### config.mk
export PLATFORM = sky130hd
export DESIGN_NAME = actor_trigger_ctrl
export DESIGN_NICKNAME = d
export VERILOG_FILES = /design/src/rtl/actor_trigger_ctrl.sv
export SDC_FILE = /design/constraint.sdc
export NUM_CORES = 1
export LEC_CHECK = 0
export ABC_CLOCK_PERIOD_IN_PS = 4000
export CAP_MARGIN = 0
export CORE_MARGIN = 2
export CORE_UTILIZATION = 26
export CTS_CLUSTER_DIAMETER = 40
export DETAILED_ROUTE_END_ITERATION = 16
export PLACE_DENSITY = 0.85
export SYNTH_ARGS = -nofsm -noshare
export SYNTH_HDL_FRONTEND = slang
export SYNTH_SLANG_ARGS = --single-unit
### constraint.sdc
create_clock -name ap_clk -period 4 [get_ports ap_clk]
set_clock_uncertainty 0.15 [all_clocks]
set_input_delay 1 -clock ap_clk [delete_from_list [all_inputs] [get_ports ap_clk]]
set_output_delay 1 -clock ap_clk [all_outputs]
set_load 0.005 [all_outputs]
### src/rtl/actor_trigger_ctrl.sv
// rtl/actor_trigger_ctrl.sv - per-actor launch/sleep controller for an ap_ctrl_hs HLS actor (optional TRIGGER_STATS_EN)
//
// Macro TRIGGER_STATS_EN adds stat_launches / stat_fired counters and ports.
module actor_trigger_ctrl #(
  parameter int SLEEP_THRESHOLD = 2,
  parameter int CNT_W           = 32
) (
  input  logic             ap_clk,
  input  logic             ap_rst,
  input  logic             ap_start,
  output logic             ap_done,
  output logic             ap_idle,
  output logic             ap_ready,
  output logic             actor_start,
  input  logic             actor_done,
  input  logic             actor_idle,
  input  logic [31:0]      actor_return,
  input  logic             external_enqueue,
  input  logic             all_sleep,
  output logic             sleep
`ifdef TRIGGER_STATS_EN
  ,
  output logic [CNT_W-1:0] stat_launches,
  output logic [CNT_W-1:0] stat_fired
`endif
);

  // Sleep counter only needs to reach the threshold, so size it for that.
  localparam int SC_W = (SLEEP_THRESHOLD < 1) ? 1 : $clog2(SLEEP_THRESHOLD + 1);
  localparam logic [SC_W-1:0] SC_MAX = SC_W'(SLEEP_THRESHOLD);

  // Actor return code meaning "the actor fired"; anything above it is also
  // treated as a firing so a corrupted code can never end the invocation.
  localparam logic [31:0] RET_EXECUTED = 32'd5;

  typedef enum logic [1:0] {
    STAND_BY     = 2'd0,
    TRY_LAUNCH   = 2'd1,
    LAUNCH       = 2'd2,
    CHECK_RETURN = 2'd3
  } state_t;

  state_t           r_state;
  state_t           w_next_state;
  logic [SC_W-1:0]  r_sleep_cnt;
  logic             r_sleep;
  logic             r_ap_done;

  logic             w_start_inv;
  logic             w_eval;
  logic             w_fired;
  logic             w_finish;
  logic             w_actor_start;

  // A new invocation begins when a start request is seen while standing by.
  assign w_start_inv   = (r_state == STAND_BY) && ap_start;

  // A return is consumed whenever the actor reports done while we own it,
  // either in the launch cycle itself or while waiting for completion.
  assign w_eval        = actor_done && ((r_state == LAUNCH) || (r_state == CHECK_RETURN));

  assign w_fired       = (actor_return >= RET_EXECUTED);

  // Sleep is the registered flag, so finishing needs the count to have
  // already reached the threshold before this return arrived.
  assign w_finish      = w_eval && !w_fired && r_sleep && all_sleep && !external_enqueue;

  assign w_actor_start = (r_state == LAUNCH);

  // State register
  always_ff @(posedge ap_clk) begin
    if (ap_rst) begin
      r_state <= STAND_BY;
    end else begin
      r_state <= w_next_state;
    end
  end

  // Next-state logic
  always_comb begin
    w_next_state = r_state;
    case (r_state)
      STAND_BY: begin
        if (ap_start) begin
          w_next_state = TRY_LAUNCH;
        end
      end
      TRY_LAUNCH: begin
        if (actor_idle) begin
          w_next_state = LAUNCH;
        end
      end
      LAUNCH: begin
        if (actor_done) begin
          w_next_state = w_finish ? STAND_BY : LAUNCH;
        end else begin
          w_next_state = CHECK_RETURN;
        end
      end
      CHECK_RETURN: begin
        if (actor_done) begin
          w_next_state = w_finish ? STAND_BY : LAUNCH;
        end
      end
      default: begin
        w_next_state = STAND_BY;
      end
    endcase
  end

  // Output logic: Moore handshakes plus the registered done/sleep flags
  always_comb begin
    actor_start = 1'b0;
    ap_idle     = 1'b0;
    ap_done     = 1'b0;
    ap_ready    = 1'b0;
    sleep       = 1'b0;
    actor_start = w_actor_start;
    ap_idle     = (r_state == STAND_BY);
    ap_done     = r_ap_done;
    ap_ready    = r_ap_done;
    sleep       = r_sleep;
  end

  // Consecutive non-firing return counter; neighbour activity wakes us first
  always_ff @(posedge ap_clk) begin
    if (ap_rst) begin
      r_sleep_cnt <= '0;
    end else if (w_start_inv) begin
      r_sleep_cnt <= '0;
    end else if (external_enqueue) begin
      r_sleep_cnt <= '0;
    end else if (w_eval) begin
      if (w_fired) begin
        r_sleep_cnt <= '0;
      end else if (r_sleep_cnt < SC_MAX) begin
        r_sleep_cnt <= r_sleep_cnt + SC_W'(1);
      end
    end
  end

  // Registered sleep flag keeps all_sleep free of combinational loops
  always_ff @(posedge ap_clk) begin
    if (ap_rst) begin
      r_sleep <= 1'b0;
    end else begin
      r_sleep <= (r_sleep_cnt >= SC_MAX);
    end
  end

  // One-cycle done pulse, raised in the cycle STAND_BY is re-entered
  always_ff @(posedge ap_clk) begin
    if (ap_rst) begin
      r_ap_done <= 1'b0;
    end else begin
      r_ap_done <= w_finish;
    end
  end

`ifdef TRIGGER_STATS_EN
  logic [CNT_W-1:0] r_stat_launches;
  logic [CNT_W-1:0] r_stat_fired;

  // Per-invocation statistics, saturating at all-ones
  always_ff @(posedge ap_clk) begin
    if (ap_rst || w_start_inv) begin
      r_stat_launches <= '0;
      r_stat_fired    <= '0;
    end else begin
      if (w_actor_start && !(&r_stat_launches)) begin
        r_stat_launches <= r_stat_launches + CNT_W'(1);
      end
      if (w_eval && w_fired && !(&r_stat_fired)) begin
        r_stat_fired <= r_stat_fired + CNT_W'(1);
      end
    end
  end

  assign stat_launches = r_stat_launches;
  assign stat_fired    = r_stat_fired;
`else
  localparam int cnt_w_unused = CNT_W;
`endif

endmodule

# Yosys cells after proc, flatten, opt, wreduce, memory -nomap -nowiden
# Index checks and enable logic that the tools add are counted.
dict set report classes {
  n_addsub 1
  n_lt_le_gt_ge 3
  eq_ne 6
  mux 8
  reduce_logical 14
}
# cell n
set ops {}
lappend ops {{greater-or-equal comparator 32 x 3 -> 1 bit, second input constant} 1}
lappend ops {{two-way mux 2 bit} 7}
lappend ops {{case mux 2 bit (4 select lines)} 1}
lappend ops {{logical AND 1 bit} 6}
lappend ops {{!= test 2 bit, second input constant} 3}
lappend ops {{== test 2 bit, second input constant} 2}
lappend ops {{AND reduction 3 bit} 1}
lappend ops {{OR reduction 3 bit} 1}
lappend ops {{adder 2 x 1 -> 2 bit, second input constant} 1}
lappend ops {{== test 2 x 1 -> 1 bit, second input constant} 1}
lappend ops {{greater-or-equal comparator 2 bit, second input constant} 1}
lappend ops {{zero test 1 bit} 2}
lappend ops {{zero test 2 bit} 1}
lappend ops {{< comparator 2 bit, second input constant} 1}
lappend ops {{AND reduction 2 bit} 1}
lappend ops {{nonzero test 2 bit} 1}
lappend ops {{logical OR 1 bit} 1}
dict set report word_totals {
  register_bits 6
  inputBits 39
  elab_cells 36
}

# Longest topological paths before layout
dict set report depth {
  word_depth 10
  ltp_mapped 4
  depth_no_buf 4
}

# Least setup slack after synthesis
# Ideal clock, no wire load.
dict set report synth_timing {
  kind {input to register}
  startpoint {input actor_return[30]}
  endpoint {register r_sleep_cnt[1]}
  setup_time_ps 58
  arrival_time_ps 1888
  required_ps 3792
  slack_ps 1903
  stages 4
  n_path_buf 0
  path_cell_list {nor4_1 -> nand4_1 -> nor3_1 -> o221a_2}
}
dict set report synth_via {
  elab_chain_len 3
  word_cells_on_any_way 4
}
# element line
set synth_rtl {}
lappend synth_rtl {{from (decl)} 17} ;# input logic [31:0] actor_return,
lappend synth_rtl {{greater-or-equal comparator 32 x 3 -> 1 bit *} 62} ;# assign w_fired = (actor_return >= RET_EXECUTED);
lappend synth_rtl {{nonzero test 2 bit (no line)} n/a}
lappend synth_rtl {{AND reduction 2 bit (no line)} n/a}
lappend synth_rtl {{to (signal assigned)} 137} ;# r_sleep_cnt <= r_sleep_cnt + SC_W'(1);
lappend synth_rtl {{to (decl)} 45} ;# logic [SC_W-1:0] r_sleep_cnt;
# Mark *: on every way between the ends. The rest lies on a longest branch, timed or not.
# A chain may end at the register's enable or synchronous reset.

# Worst setup path in the final report
dict set report layout_timing {
  startpoint {register r_state[1]}
  endpoint {output actor_start}
}
dict set report layout_via {
  elab_chain_len 1
}
# element line
set layout_rtl {}
lappend layout_rtl {{from (decl)} 43} ;# state_t r_state;
lappend layout_rtl {{from (signal assigned)} 75} ;# r_state <= w_next_state;
lappend layout_rtl {{== test 2 bit} 68} ;# assign w_actor_start = (r_state == LAUNCH);
lappend layout_rtl {{to (decl)} 14} ;# output logic actor_start,
# Every way passes these cells.

==> impl_metrics.ini <==
[status]
status = complete, no violations

[timing]
final.period_utilization = 0.622
setup_viol = 0
maxSlewViolCount = 0
fin_crit_ps = 2490
setup_tns_ps = 0
timing.fmax_ghz = 0.402
slew_headroom = 0.786
final-hold-violation-count = 0
tightest_slew_ps = 318
rsz0062_at_grt = false

[logic_synthesis]
ys_ff_latch = 6
syn_nets = 85
yosysUniqueCellTypes = 20
syn_inst = 45
synth_area_per_cell_um2 = 7.73
yosysWarnings = 0
ys_seq_area_frac = 0.345
synth_area_um2 = 348

[job]
drv_cap = 0

[global_route]
grt_pass1_wl_mm = 1.45
grtUsageTotal = 0.134
grt_overflow = 0
grt_max_degree = 7
antenna_found_initial = 0
grt_pass1_vias = 392

[worst_setup_path]
reg2reg_depth = 4
crit_type = reg -> out
cp_num_buf_inv = 1
cp_max_fo = 6
r2r_end = r_sleep_cnt[0]
critPathMaxStageDelay_ps = 500
required_ps = 2850
critical-path-top-delay-family = buffers and inverters
worst_setup_path_end_kind = output pin
cp.arrival_ps = 1340
rr_startpoint = r_state[1]
slowest_stage = clkdlybuf4s50_1
rrSetupSlack_ps = 2490
crit_path_cell_trace = nor2b_1, clkdlybuf4s50_1
start_kind = flip-flop

[clock_tree]
cts.repair.resized = 0
cts_sinks = 6
root_buffer = clkbuf_4
clock_latency_ps = 240
cts.htree.levels = 1
post_cts_buffers = 0
cts.path.max_buffers = 2
holdBufCountCts = 0
cts_buffers = 3
cts.clk_slew.worst_paths_ps = 40
cts_tree = done

[min_path]
min_delay_path_depth = 2
holdPathEnd = sleep
worstHoldStart = r_sleep_cnt[1]
holdCritPathClass = reg -> reg

[routing]
avgRoutedWirePerCell_um = 11.2
drc = 0
drt.antenna.violating_nets = 0
viasPerCell = 4.85
drtPass1Iterations = 4
vias = 509
drt_iter0_drc = 8
routed_wl_mm = 1.18

[layout]
num_antenna_cells = 0
fillers = 107
area_delta_synth_final_pct = 133
drive_gt1_frac = 0.0556
final_area_um2 = 812
nets = 132
final_common_cell = clkdlybuf4s50_1
final_cell_mix = clkdlybuf4s50_1 (43), nor4_1 (8), nor2_1 (7)

[power]
sequentialPowerShare = 0.383
p_int_uw = 136
p_leak_uw = 0.000280
comb_power_share = 0.304
power_frac_clock = 0.314
powerDensity_nw_per_um2 = 209
p_sw_uw = 33.7
ir_worst_vdd_uv = 179
swShare = 0.199

[floorplan]
die-area_um2 = 1650
start_util = 0.274
core-area_um2 = 1270
std_cell_rows = 13
fp.dieW_um = 40.6
ioPinCount = 44
fp.dieH_um = 40.6

[placement]
hpwl_mm = 1.05
io_buffers = 43
gp_congestion = 0.782
place_area_um2 = 790
==> metrics by stage <==
step | cells | setup slack, ps | power, uW | utilization | hold slack (ps)
2_1_floorplan | 45 | 1900 | 73.3 | - | 347
3_3_place_gp | 102 | 1380 | 116 | 0.622 | 386
3_5_place_dp | 102 | 1260 | 117 | 0.622 | 414
4_1_cts | 105 | 1510 | 172 | 0.640 | 417
5_1_grt | 105 | 1390 | 179 | 0.640 | 431
6_report | 105 | 1510 | 169 | 0.640 | 407
==> metal layers <==
layer  track usage  vias up  part of all wire
met5             0        -                 0
met4        0.0250        0                 0
met1         0.147      227              0.38
li1              -      265                 -
met2         0.226       17              0.52
met3        0.0722        0             0.095
==> cell families (layout without fill, tap and decap cells) <==
| kind of cell | after synthesis | count (layout) | synth area share |
|---|---|---|---|
| buf+inv | 2 | 47 | 0.0324 |
| flops | 6 | 6 | 0.345 |
| compound gates | 8 | 8 | 0.158 |
| simple gates | 28 | 28 | 0.428 |
| fa+ha+maj | 1 | 1 | 0.0360 |
==> state kept, by name, summed over array words and instances, names as in the netlist <==
| name | cells |
|---|---|
| ap_done | 1 |
| r_sleep_cnt | 2 |
| r_state | 2 |
| sleep | 1 |
==> power by group through the flow <==
stage | sequential [uW] | combinational (uW) | clock, uW
6_report | 64.8 | 51.5 | 53.1
5_1_grt | 64.8 | 55.1 | 58.8
4_1_cts | 64.6 | 51.8 | 55.1
3_5_place_dp | 65.7 | 51.7 | 0
3_3_place_gp | 65.6 | 50.6 | 0
2_1_floorplan | 65.0 | 8.28 | 0
==> layout make-up <==
| type | count | area [um^2] | share of cell area |
|---|---|---|---|
| inverter | 1 | 3.75 | 0.00462 |
| sequential | 6 | 120 | 0.148 |
| clock buffer | 3 | 22.5 | 0.0277 |
| tap | 15 | 18.8 | 0.0231 |
| timing repair buffer | 43 | 430 | 0.530 |
| multi-input combinational | 37 | 216 | 0.267 |
==> how the worst max path moves through the flow <==
stage | start | to | slack, ps | cells after the start
after floorplan | actor_return[30] | r_sleep_cnt[1] | 1900 | 4
after global placement | actor_return[30] | r_sleep_cnt[1] | 1380 | 5
after detailed placement | actor_return[30] | r_sleep_cnt[1] | 1260 | 5
after CTS | actor_return[30] | r_sleep_cnt[1] | 1510 | 5
after global routing | actor_return[30] | r_sleep_cnt[1] | 1390 | 5
final | r_state[1] | actor_start | 1510 | 2
==> cell usage after synthesis (all sizes together) <==
| cell type | number | area (um^2) |
|---|---|---|
| nor2 | 7 | 26.3 |
| o21ai | 1 | 5.00 |
| dfxtp | 6 | 120 |
| ha | 1 | 12.5 |
| nand4 | 1 | 6.26 |
| o31a | 1 | 8.76 |
| nor3b | 1 | 7.51 |
| buf | 1 | 7.51 |
| nor3 | 3 | 15.0 |
| nand2 | 4 | 17.5 |
| nor4 | 8 | 50.1 |
| or3 | 1 | 6.26 |
| o221a | 1 | 11.3 |
| nand3 | 1 | 5.00 |
| nor2b | 1 | 6.26 |
| inv | 1 | 3.75 |
| a21oi | 3 | 15.0 |
| a211oi | 2 | 15.0 |
| and3b | 1 | 8.76 |
==> tightest hold or removal path, delay by kind of cell, from the launching register on <==
family	cells	cell delay (ps)
and+or+nand+nor	2	180
DFF	1	340
Note: power is estimated with default switching activity, not from simulation.
